**src/rtl/sopc_test_ctrl.sv**
```systemverilog
// Bus-mapped test controller: pass/fail status, cycle counter, watchdog, char out.
// Lets a running program end its own simulation and stream characters.
module sopc_test_ctrl #(
    parameter logic [31:0] BASE_ADDR       = 32'h1000_0000,
    parameter logic [31:0] TIMEOUT_DEFAULT = 32'd10000,
    parameter logic [31:0] PASS_CODE       = 32'd1
) (
    input  logic        clk,
    input  logic        rst,
    input  logic        ce,
    input  logic        we,
    input  logic [31:0] addr,
    input  logic [3:0]  sel,
    input  logic [31:0] data_i,
    output logic [31:0] data_o,
    output logic        hit,
    output logic        done,
    output logic        pass,
    output logic        timeout,
    output logic [31:0] fail_code,
    output logic [31:0] cycles,
    output logic        char_valid,
    output logic [7:0]  char_data
);

    typedef enum logic [1:0] {
        ST_RUN     = 2'd0,
        ST_PASS    = 2'd1,
        ST_FAIL    = 2'd2,
        ST_TIMEOUT = 2'd3
    } state_t;

    state_t      state_q, state_d;
    logic [31:0] cycles_q;
    logic [31:0] limit_q;
    logic [31:0] fail_q;
    logic        cv_q;
    logic [7:0]  cd_q;
    logic        go_fail;

    logic        wr, rd;
    logic [1:0]  off;
    logic        status_wr, limit_wr, char_wr;
    logic        unused_bits;

    // Registers are word-wide; byte enables and byte offset carry no meaning.
    assign unused_bits = ^{sel, addr[1:0]};

    assign hit       = ce && (addr[31:4] == BASE_ADDR[31:4]);
    assign wr        = hit && we;
    assign rd        = hit && !we;
    assign off       = addr[3:2];
    assign status_wr = wr && (off == 2'd0) && (data_i != 32'd0);
    assign limit_wr  = wr && (off == 2'd2);
    assign char_wr   = wr && (off == 2'd3);

    always_ff @(posedge clk or negedge rst) begin
        if (!rst) begin
            state_q <= ST_RUN;
        end else begin
            state_q <= state_d;
        end
    end

    // A STATUS write in the same cycle as the watchdog trip takes priority.
    always_comb begin
        state_d = state_q;
        go_fail = 1'b0;
        case (state_q)
            ST_RUN: begin
                if (status_wr) begin
                    if (data_i == PASS_CODE) begin
                        state_d = ST_PASS;
                    end else begin
                        state_d = ST_FAIL;
                        go_fail = 1'b1;
                    end
                end else if (limit_q != 32'd0 && cycles_q >= limit_q) begin
                    state_d = ST_TIMEOUT;
                end
            end
            default: state_d = state_q;
        endcase
    end

    always_ff @(posedge clk or negedge rst) begin
        if (!rst) begin
            cycles_q <= 32'd0;
            limit_q  <= TIMEOUT_DEFAULT;
            fail_q   <= 32'd0;
            cv_q     <= 1'b0;
            cd_q     <= 8'd0;
        end else begin
            if (state_q == ST_RUN && cycles_q != 32'hFFFF_FFFF) begin
                cycles_q <= cycles_q + 32'd1;
            end
            if (limit_wr) begin
                limit_q <= data_i;
            end
            if (go_fail) begin
                fail_q <= data_i;
            end
            cv_q <= char_wr;
            if (char_wr) begin
                cd_q <= data_i[7:0];
            end
        end
    end

    always_comb begin
        data_o = 32'd0;
        if (rd) begin
            unique case (off)
                2'd0: data_o = {30'd0, state_q};
                2'd1: data_o = cycles_q;
                2'd2: data_o = limit_q;
                2'd3: data_o = 32'd0;
            endcase
        end
    end

    assign done       = (state_q != ST_RUN);
    assign pass       = (state_q == ST_PASS);
    assign timeout    = (state_q == ST_TIMEOUT);
    assign fail_code  = fail_q;
    assign cycles     = cycles_q;
    assign char_valid = cv_q;
    assign char_data  = cd_q;

endmodule

```
**config.mk**
```make
export PLATFORM = sky130hd
export DESIGN_NAME = sopc_test_ctrl
export DESIGN_NICKNAME = d
export VERILOG_FILES = /design/src/rtl/sopc_test_ctrl.sv
export SDC_FILE = /design/constraint.sdc
export NUM_CORES = 1
export LEC_CHECK = 0
export ABC_CLOCK_PERIOD_IN_PS = 5760
export BUFFER_PORTS_ARGS = -buffer_cell sky130_fd_sc_hd__buf_2
export CORE_MARGIN = 4
export CORE_UTILIZATION = 56
export CTS_CLUSTER_SIZE = 28
export DETAILED_ROUTE_END_ITERATION = 8
export PLACE_DENSITY_LB_ADDON = 0.05
export SLEW_MARGIN = 20
export SYNTH_ARGS = -nofsm -noshare
export SYNTH_HDL_FRONTEND = slang
export SYNTH_SLANG_ARGS = --single-unit
```
**constraint.sdc**
```tcl
create_clock -name clk -period 5.76 [get_ports clk]
set_input_delay 1.44 -clock clk [delete_from_list [all_inputs] [get_ports clk]]
set_output_delay 1.44 -clock clk [all_outputs]
set_load 0.01 [all_outputs]
```
==> flow_metrics.tcl, run 1 <==
set metrics [dict create \
    worstPathRequired_ns 4.32 \
    cts_htree_levels 3 \
    rsz0062_at_grt "no" \
    tightest_slew_ns 1.06 \
    grt_pass1_wl_um 26800 \
    antenna_left 0 \
    post_cts_buffers 0 \
    skew_ns 0.00586 \
    synth_cells 563 \
    maxCapViolCount 0 \
    cts-hold-fix-buffers 0 \
    routedWlPerCell_um 18.7 \
    post-place-ws_ns 0.998 \
    r2r_start "limit_q[13]$_DFFE_PN1P_" \
    stdcell_area_um2 7020 \
    whs_ns 0.515 \
    drc 0 \
    arrival_ns 3.30 \
    cts_resized 0 \
    die-area_um2 12200 \
    finalSetupViolations 0 \
    p_leak_nw 3.80 \
    startpoint "addr[12]" \
    core_um2 10300 \
    setup_tns_ns 0 \
    place_inst 853 \
    ys_async_sr_fraction_pct 100 \
    overflow 0 \
    ys_types 53 \
    first_global_vias 5183 \
    clock_path_buffers 2 \
    slew_headroom_pct 29.2 \
    synth-main-ff-cell "dfrtp_1" \
    fill_cells 882 \
    worst_setup_path_end_kind "primary output" \
    utilization_pct 68.3 \
    syn_area_um2 5900 \
    yosysSeqAreaShare_pct 45.5 \
    viasPerCell 5.79 \
    holdCritPathClass "reg -> reg" \
    synth-seq-cells 107 \
    grt_max_degree 72 \
    power_density_nw_per_um2 182 \
    syn-num-nets 668 \
    drt_iter0_drc 362 \
    insertion_delay_ns 0.39 \
    hpwl_um 12300 \
    synth.avg_cell_area_um2 10.5 \
    drive_gt1_share_pct 34.5 \
    gp_congestion 0.911 \
    area_growth_pct 19.0 \
    insertedDiodeCount 0 \
    drt-pass1-iter-count 4 \
    pin_count 181 \
    maxSlewViolCount 0 \
    placed_cell_area_um2 6830 \
    synth_edf_count 0 \
    peakVddDrop_mv 0.107 \
    fin_crit_ns 4.74 \
    clock-sinks 107 \
    fmax_mhz 211 \
    finalCritPeriodShare_pct 82.2 \
    start_util_pct 57.4 \
    die_w_um 111 \
    ys_warn_count 0 \
    cts_tree "done" \
    routed_wl_um 16200 \
    portBuffers 174 \
    power_mw 1.28 \
    routed-via-count 5035 \
    finalNonFillerCells 869 \
    fin_nets 833 \
    criticalPathCategory "in -> out" \
    grt_use_total_pct 26.7 \
    root_buffer "clkbuf_8" \
    min_from "char_data[1]$_DFFE_PN0P_" \
    dieHeight_um 111 \
    hold_viol_final 0 \
    clk_pin_slew_ns 0.10 \
    path_max_fanout 32 \
    cp-start-kind "primary input" \
    status "finished clean" \
    antenna_found_initial 0 \
    layout_setup_ws_ns 1.02 \
    placementRows 37 \
    cts_buffers 9 \
]
where the power goes:
| group | total (mW) | internal (mW) | leakage, nW | switching, mW |
|---|---|---|---|---|
| Sequential | 0.751 | 0.751 | 1.34 | 0.00000000798 |
| Clock | 0.455 | 0.169 | 0.0993 | 0.287 |
| Combinational | 0.0718 | 0.0272 | 2.37 | 0.0447 |
| Total | 1.28 | 0.947 | 3.80 | 0.331 |
sequential cells by signal (all words and copies together) (netlist names):
name and flops:
cycles 32, char_data 8, limit_q 32, state_q 2
fail_code 32, char_valid 1
layout by cell type (no fill, tap or decap), drive strengths merged, types with 3 or more instances in the layout:
| master | count |
|---|---|
| buf | 179 |
| clkbuf | 9 |
| nor4 | 23 |
| a21oi | 11 |
| nand2 | 44 |
| dfstp | 5 |
| xnor2 | 27 |
| mux2 | 42 |
| a22oi | 30 |
| nor2b | 3 |
| clkinv | 3 |
| dfrtp | 102 |
| nand4 | 21 |
| o21ai | 39 |
| nor3 | 3 |
| and4 | 5 |
| xor2 | 4 |
| inv | 41 |
| and3 | 9 |
| nand3 | 21 |
| ha | 33 |
| and2 | 7 |
| nor2 | 47 |
| a31oi | 3 |
per-layer routing:
layer,vias up,global-route usage [%],share of wire [%]
met5,-,0,0
met4,0,9.11,2.3
met3,35,5.21,5.4
met2,180,46.0,52
met1,2475,33.5,41
li1,2345,-,-
Yosys cell counts (all sizes together), types with 2 or more instances:
cell	number	area, um^2
inv	37	139
nand4	21	138
and3	9	56.3
clkbuf	14	52.6
o21ai	39	195
a22oi	30	225
mux2i	2	20.0
and4	5	43.8
dfrtp	102	2550
nor4	23	174
nand2	44	165
xnor2	27	236
buf	11	105
and2	7	43.8
nand3	21	110
nor2b	3	26.3
xor2	4	35.0
a31oi	3	25.0
nor3	3	15.0
dfstp	5	131
a211o	2	17.5
nor2	47	179
ha	33	413
a211oi	2	15.0
a21oi	11	58.8
a221oi	2	17.5
mux2	42	586
worst max-delay path: stages:
cell,delay [ns]
buf_2,0.09
nor4_1,0.31
nand4_1,0.20
or3_1,0.81
nor2_1,0.28
buf_2,0.16
cell families (layout without fill, tap and decap cells):
| kind of cell | count (synthesis) | count (layout) | share of synthesized area, % |
|---|---|---|---|
| simple gates | 188 | 188 | 16.8 |
| flops | 107 | 107 | 45.5 |
| compound gates | 98 | 98 | 10.8 |
| xor+xnor | 31 | 31 | 4.60 |
| mux | 44 | 44 | 10.3 |
| buf+inv | 62 | 232 | 5.03 |
| fa+ha+maj | 33 | 33 | 7.00 |
worst paths after layout:
kind,slack (ns),to,depth (start not counted)
max,1.02,data_o[16],6
min,0.52,char_data[1]$_DFFE_PN0P_,1
max reg2reg,3.35,state_q[1]$_DFFE_PN0P_,8
min reg2reg,0.52,char_data[1]$_DFFE_PN0P_,1
max in group asynchronous,3.53,limit_q[4]$_DFFE_PN1P_,2
min in group asynchronous,1.18,cycles[30]$_DFFE_PN0P_,1
cell type report:
class	instances	area (um^2)	area share, %
clock inverter	7	67.6	0.963
timing repair buffer	179	911	13.0
clock buffer	9	124	1.76
multi-input combinational	394	2920	41.7
tap	136	170	2.42
sequential	107	2680	38.2
inverter	37	139	1.98
No activity file was read; power rests on OpenSTA's default activity.
==> run 2: changes to the inputs <==
Settings changed: ABC_CLOCK_PERIOD_IN_PS 5760 to 3950, CORE_UTILIZATION 56 to 47.
Clock period 5.76 ns to 3.95 ns, I/O delays scaled along.
==> run 2 against run 1 <==
Compared with the run above: first-iteration DRC count shrank 25%; final area grew 3.1%; die area grew 18%; total power rose by 72%; sequential cell count unchanged; utilization is 8.8 points lower; clock skew about the same; clock power grew 120%; largest cell class unchanged; worst setup slack got worse by 0.52 ns; sequential power rose by 45%; worst hold slack got worse by 0.010 ns.
==> flow_metrics.tcl, run 2 (synthesis results as in run 1) <==
set metrics [dict create \
    status "finished clean" \
    first_global_vias 5057 \
    tightest_slew_ns 0.832 \
    grt_max_degree 63 \
    post_cts_buffers 0 \
    routed-via-count 4958 \
    cts_resized 0 \
    die_w_um 120 \
    worstPathRequired_ns 2.96 \
    clk_pin_slew_ns 0.07 \
    cp-start-kind "primary input" \
    routedWlPerCell_um 18.2 \
    pin_count 181 \
    root_buffer "clkbuf_16" \
    antenna_found_initial 0 \
    r2r_start "limit_q[13]$_DFFE_PN1P_" \
    switchingPower_mw 0.486 \
    cts_htree_levels 3 \
    portBuffers 174 \
    fin_nets 836 \
    power_frac_seq_pct 49.7 \
    holdCritPathClass "reg -> reg" \
    antenna_left 0 \
    placementRows 40 \
    power.share.switching_pct 22.1 \
    p_clk_share_pct 45.4 \
    path_common_cell "buf_2" \
    maxCapViolCount 0 \
    min_from "fail_code[13]$_DFFE_PN0P_" \
    criticalPathCategory "in -> out" \
    insertion_delay_ns 0.35 \
    cpMaxStageDelayCell "or3_1" \
    insertedDiodeCount 0 \
    overflow 0 \
    slowest_delay_ns 0.37 \
    path_max_fanout 32 \
    start_util_pct 48.5 \
    p_leak_nw 3.89 \
    power_density_nw_per_um2 304 \
    hpwl_um 12600 \
    setup_tns_ns 0 \
    rsz0062_at_grt "no" \
    startpoint "addr[5]" \
    maxSlewViolCount 0 \
    routed_wl_um 16400 \
    clock_path_buffers 2 \
    fmax_mhz 290 \
    finalNonFillerCells 904 \
    internal_power_mw 1.72 \
    fin_crit_ns 3.44 \
    grt_pass1_wl_um 26600 \
    die-area_um2 14400 \
    drt-pass1-iter-count 5 \
    layout_commonest_cell "buf_2" \
    drive_gt1_share_pct 34.9 \
    finalCritPeriodShare_pct 87.2 \
    skew_ns 0.00554 \
    gp_congestion 0.833 \
    area_growth_pct 22.7 \
    core_um2 12200 \
    fill_cells 1107 \
    layout_common_cells "buf_2, dfrtp_1, nor2_1, nand2_1" \
    viasPerCell 5.48 \
    cts_tree "done" \
    combPwrFrac_pct 4.8 \
    drt_iter0_drc 272 \
    place_inst 888 \
    cts-hold-fix-buffers 0 \
    slew_headroom_pct 44.4 \
    finalSetupViolations 0 \
    grt_use_total_pct 23.4 \
    utilization_pct 59.5 \
    hold_viol_final 0 \
    clock-sinks 107 \
    arrival_ns 2.46 \
    dieHeight_um 120 \
    drc 0 \
    peakVddDrop_mv 0.200 \
    worst_setup_path_end_kind "primary output" \
    power_mw 2.20 \
    cts_buffers 9 \
    cp_cell_sequence "buf_2, nor4_1, nand4_1, or3_1, buf_4, nor2_1, buf_2" \
]
==> run 2: critical path, delay by kind of cell <==
kind / cells / cell delay (ns)
buffers and inverters: 3 / 0.49
and+or+nand+nor: 4 / 0.97
==> run 2: layout make-up <==
class / count / area (um^2) / share of cell area (%)
multi-input cells: 394 / 2930 / 40.4
flip-flops and latches: 107 / 2680 / 37.1
repair buffers: 182 / 946 / 13.1
clock buffers: 10 / 239 / 3.30
well taps: 168 / 210 / 2.90
inverters: 37 / 139 / 1.92
clock inverters: 6 / 95.1 / 1.31
==> run 2: path summary, 6_finish.rpt <==
| path | slack [ns] | end | cells after the start |
|---|---|---|---|
| max | 0.51 | data_o[23] | 7 |
| min | 0.50 | fail_code[13]$_DFFE_PN0P_ | 1 |
| max reg2reg | 1.58 | state_q[1]$_DFFE_PN0P_ | 8 |
| min reg2reg | 0.50 | fail_code[13]$_DFFE_PN0P_ | 1 |
| max in group asynchronous | 2.43 | limit_q[10]$_DFFE_PN1P_ | 2 |
| min in group asynchronous | 0.73 | cycles[22]$_DFFE_PN0P_ | 1 |
==> run 2: metrics by stage <==
step	hold slack, ns	setup slack (ns)	area, um^2
after floorplan	0.494	0.708	5900
after global placement	0.486	0.535	6900
after detailed placement	0.490	0.498	6900
after CTS	0.507	0.495	7240
after global routing	0.511	0.311	7240
final	0.505	0.506	7240
==> run 2: power by group through the flow <==
stage	clock [mW]	sequential (mW)	combinational (mW)
6_report	1.00	1.09	0.107
5_1_grt	1.07	1.09	0.119
4_1_cts	1.02	1.09	0.109
3_5_place_dp	0	1.12	0.109
3_3_place_gp	0	1.12	0.106
2_1_floorplan	0	1.12	0.0275
==> run 2: routing by layer <==
layer | GRT usage (%) | up-vias | share of wire, %
li1 | - | 2352 | -
met1 | 29.6 | 2431 | 41
met2 | 40.6 | 154 | 52
met3 | 3.72 | 21 | 5.3
met4 | 7.87 | 0 | 1.9
met5 | 0 | - | 0
==> run 3: changes to the inputs <==
Settings changed: CORE_ASPECT_RATIO set to 2.
==> run 3 against run 2 <==
Compared with the run above: die area rose by 0.75%; global-route usage grew 1.9 points; fmax shrank 2.8%; register-to-register slack barely moved.
==> flow_metrics.tcl, run 3 (synthesis results as in run 1) <==
set metrics [dict create \
    min_from "fail_code[15]$_DFFE_PN0P_" \
    slew_headroom_pct 45.1 \
    switchingPower_mw 0.489 \
    holdCritPathClass "reg -> reg" \
    clock_path_buffers 2 \
    layout_common_cells "buf_2, dfrtp_1, nor2_1, nand2_1" \
    grt_use_total_pct 25.3 \
    finalSetupViolations 0 \
    fmax_mhz 282 \
    rsz0062_at_grt "no" \
    cts-hold-fix-buffers 0 \
    fill_cells 1116 \
    insertion_delay_ns 0.35 \
    cp-start-kind "primary input" \
    r2r_start "limit_q[13]$_DFFE_PN1P_" \
    fin_nets 840 \
    p_clk_share_pct 43.8 \
    antenna_found_initial 1 \
    clk_pin_slew_ns 0.07 \
    internal_power_mw 1.65 \
    fin_crit_ns 3.54 \
    area_growth_pct 22.5 \
    maxCapViolCount 0 \
    routedWlPerCell_um 20.4 \
    gp_congestion 0.905 \
    antenna_left 0 \
    drc 0 \
    placementRows 57 \
    maxSlewViolCount 0 \
    startpoint "addr[5]" \
    first_global_vias 5178 \
    stdcell_area_um2 7220 \
    die-area_um2 14500 \
    drt-pass1-iter-count 4 \
    grt_max_degree 63 \
    dieHeight_um 166 \
    skew_ns 0.00998 \
    die_w_um 87.2 \
    finalCritPeriodShare_pct 89.7 \
    routed_wl_um 18100 \
    root_buffer "clkbuf_16" \
    power_frac_seq_pct 51.1 \
    arrival_ns 2.56 \
    criticalPathCategory "in -> out" \
    core_um2 12200 \
    viasPerCell 5.69 \
    grt_pass1_wl_um 28300 \
    utilization_pct 59.2 \
    drive_gt1_share_pct 35.3 \
    cts_resized 0 \
    setup_tns_ns 0 \
    hpwl_um 14400 \
    cts_tree "done" \
    power_density_nw_per_um2 297 \
    tightest_slew_ns 0.821 \
    power.share.switching_pct 22.8 \
    routed-via-count 5050 \
    post_cts_buffers 0 \
    overflow 0 \
    layout_commonest_cell "buf_2" \
    status "finished clean" \
    peakVddDrop_mv 0.233 \
    cts_htree_levels 3 \
    worstPathRequired_ns 2.96 \
    pin_count 181 \
    path_max_fanout 32 \
    p_leak_nw 3.89 \
    placed_cell_area_um2 6910 \
    drt_iter0_drc 163 \
    portBuffers 174 \
    start_util_pct 48.4 \
    worst_setup_path_end_kind "primary output" \
    hold_viol_final 0 \
    cts_buffers 9 \
    combPwrFrac_pct 5.1 \
    clock-sinks 107 \
]
==> run 3: cell count changes in the layout (fill, tap and decap cells not counted) <==
cell	before	now
inv_8	0	1
clkinvlp_4	0	2
inv_6	2	0
buf_4	8	12
diode_2	0	1
bufinv_16	2	1
==> run 3: layout make-up <==
type / count / area, um^2 / share of cell area (%)
Sequential cell: 107 / 2680 / 37.2
Inverter: 37 / 139 / 1.92
Tap cell: 147 / 184 / 2.55
Multi-Input combinational cell: 394 / 2930 / 40.5
Clock inverter: 6 / 73.8 / 1.02
Antenna cell: 1 / 2.50 / 0.0346
Timing Repair Buffer: 186 / 976 / 13.5
Clock buffer: 10 / 239 / 3.31
==> run 3: path summary, 6_finish.rpt <==
| kind | endpoint | slack (ns) | cells after the start |
|---|---|---|---|
| min | fail_code[15]$_DFFE_PN0P_ | 0.51 | 1 |
| max | data_o[1] | 0.41 | 7 |
| max reg2reg | state_q[1]$_DFFE_PN0P_ | 1.57 | 8 |
| max in group asynchronous | fail_code[11]$_DFFE_PN0P_ | 2.18 | 3 |
| min in group asynchronous | cycles[24]$_DFFE_PN0P_ | 0.72 | 1 |
| min reg2reg | fail_code[15]$_DFFE_PN0P_ | 0.51 | 1 |
==> run 3: per-stage QoR <==
step           setup slack (ns)  total power, mW  cells  hold WS, ns
3_3_place_gp              0.387             1.22    871        0.487
6_report                  0.407             2.14    888        0.508
5_1_grt                   0.215             2.21    888        0.524
2_1_floorplan             0.708             1.14    563        0.494
3_5_place_dp              0.379             1.23    871        0.491
4_1_cts                   0.375             2.16    887        0.510
==> run 3: power by group through the flow <==
stage	clock network (mW)	logic (mW)	registers, mW
detailed placement	0	0.111	1.12
CTS	0.956	0.111	1.09
global placement	0	0.109	1.12
finish	0.938	0.110	1.09
global route	0.994	0.121	1.09
floorplan	0	0.0275	1.12
==> run 3: per-layer routing <==
layer,global-route usage [%],wire [um],vias to the layer above
met2,46.6,10200,174
met4,11.0,747,0
met3,2.42,869,39
met5,0,0,-
met1,28.4,6300,2477
li1,-,-,2360
==> run 3: worst max-delay path, cell delays in order <==
cell and delay, ns:
buf_2 0.10, nor4_1 0.27, nand4_1 0.21, or3_1 0.39
buf_4 0.25, nor2_1 0.19, buf_2 0.16
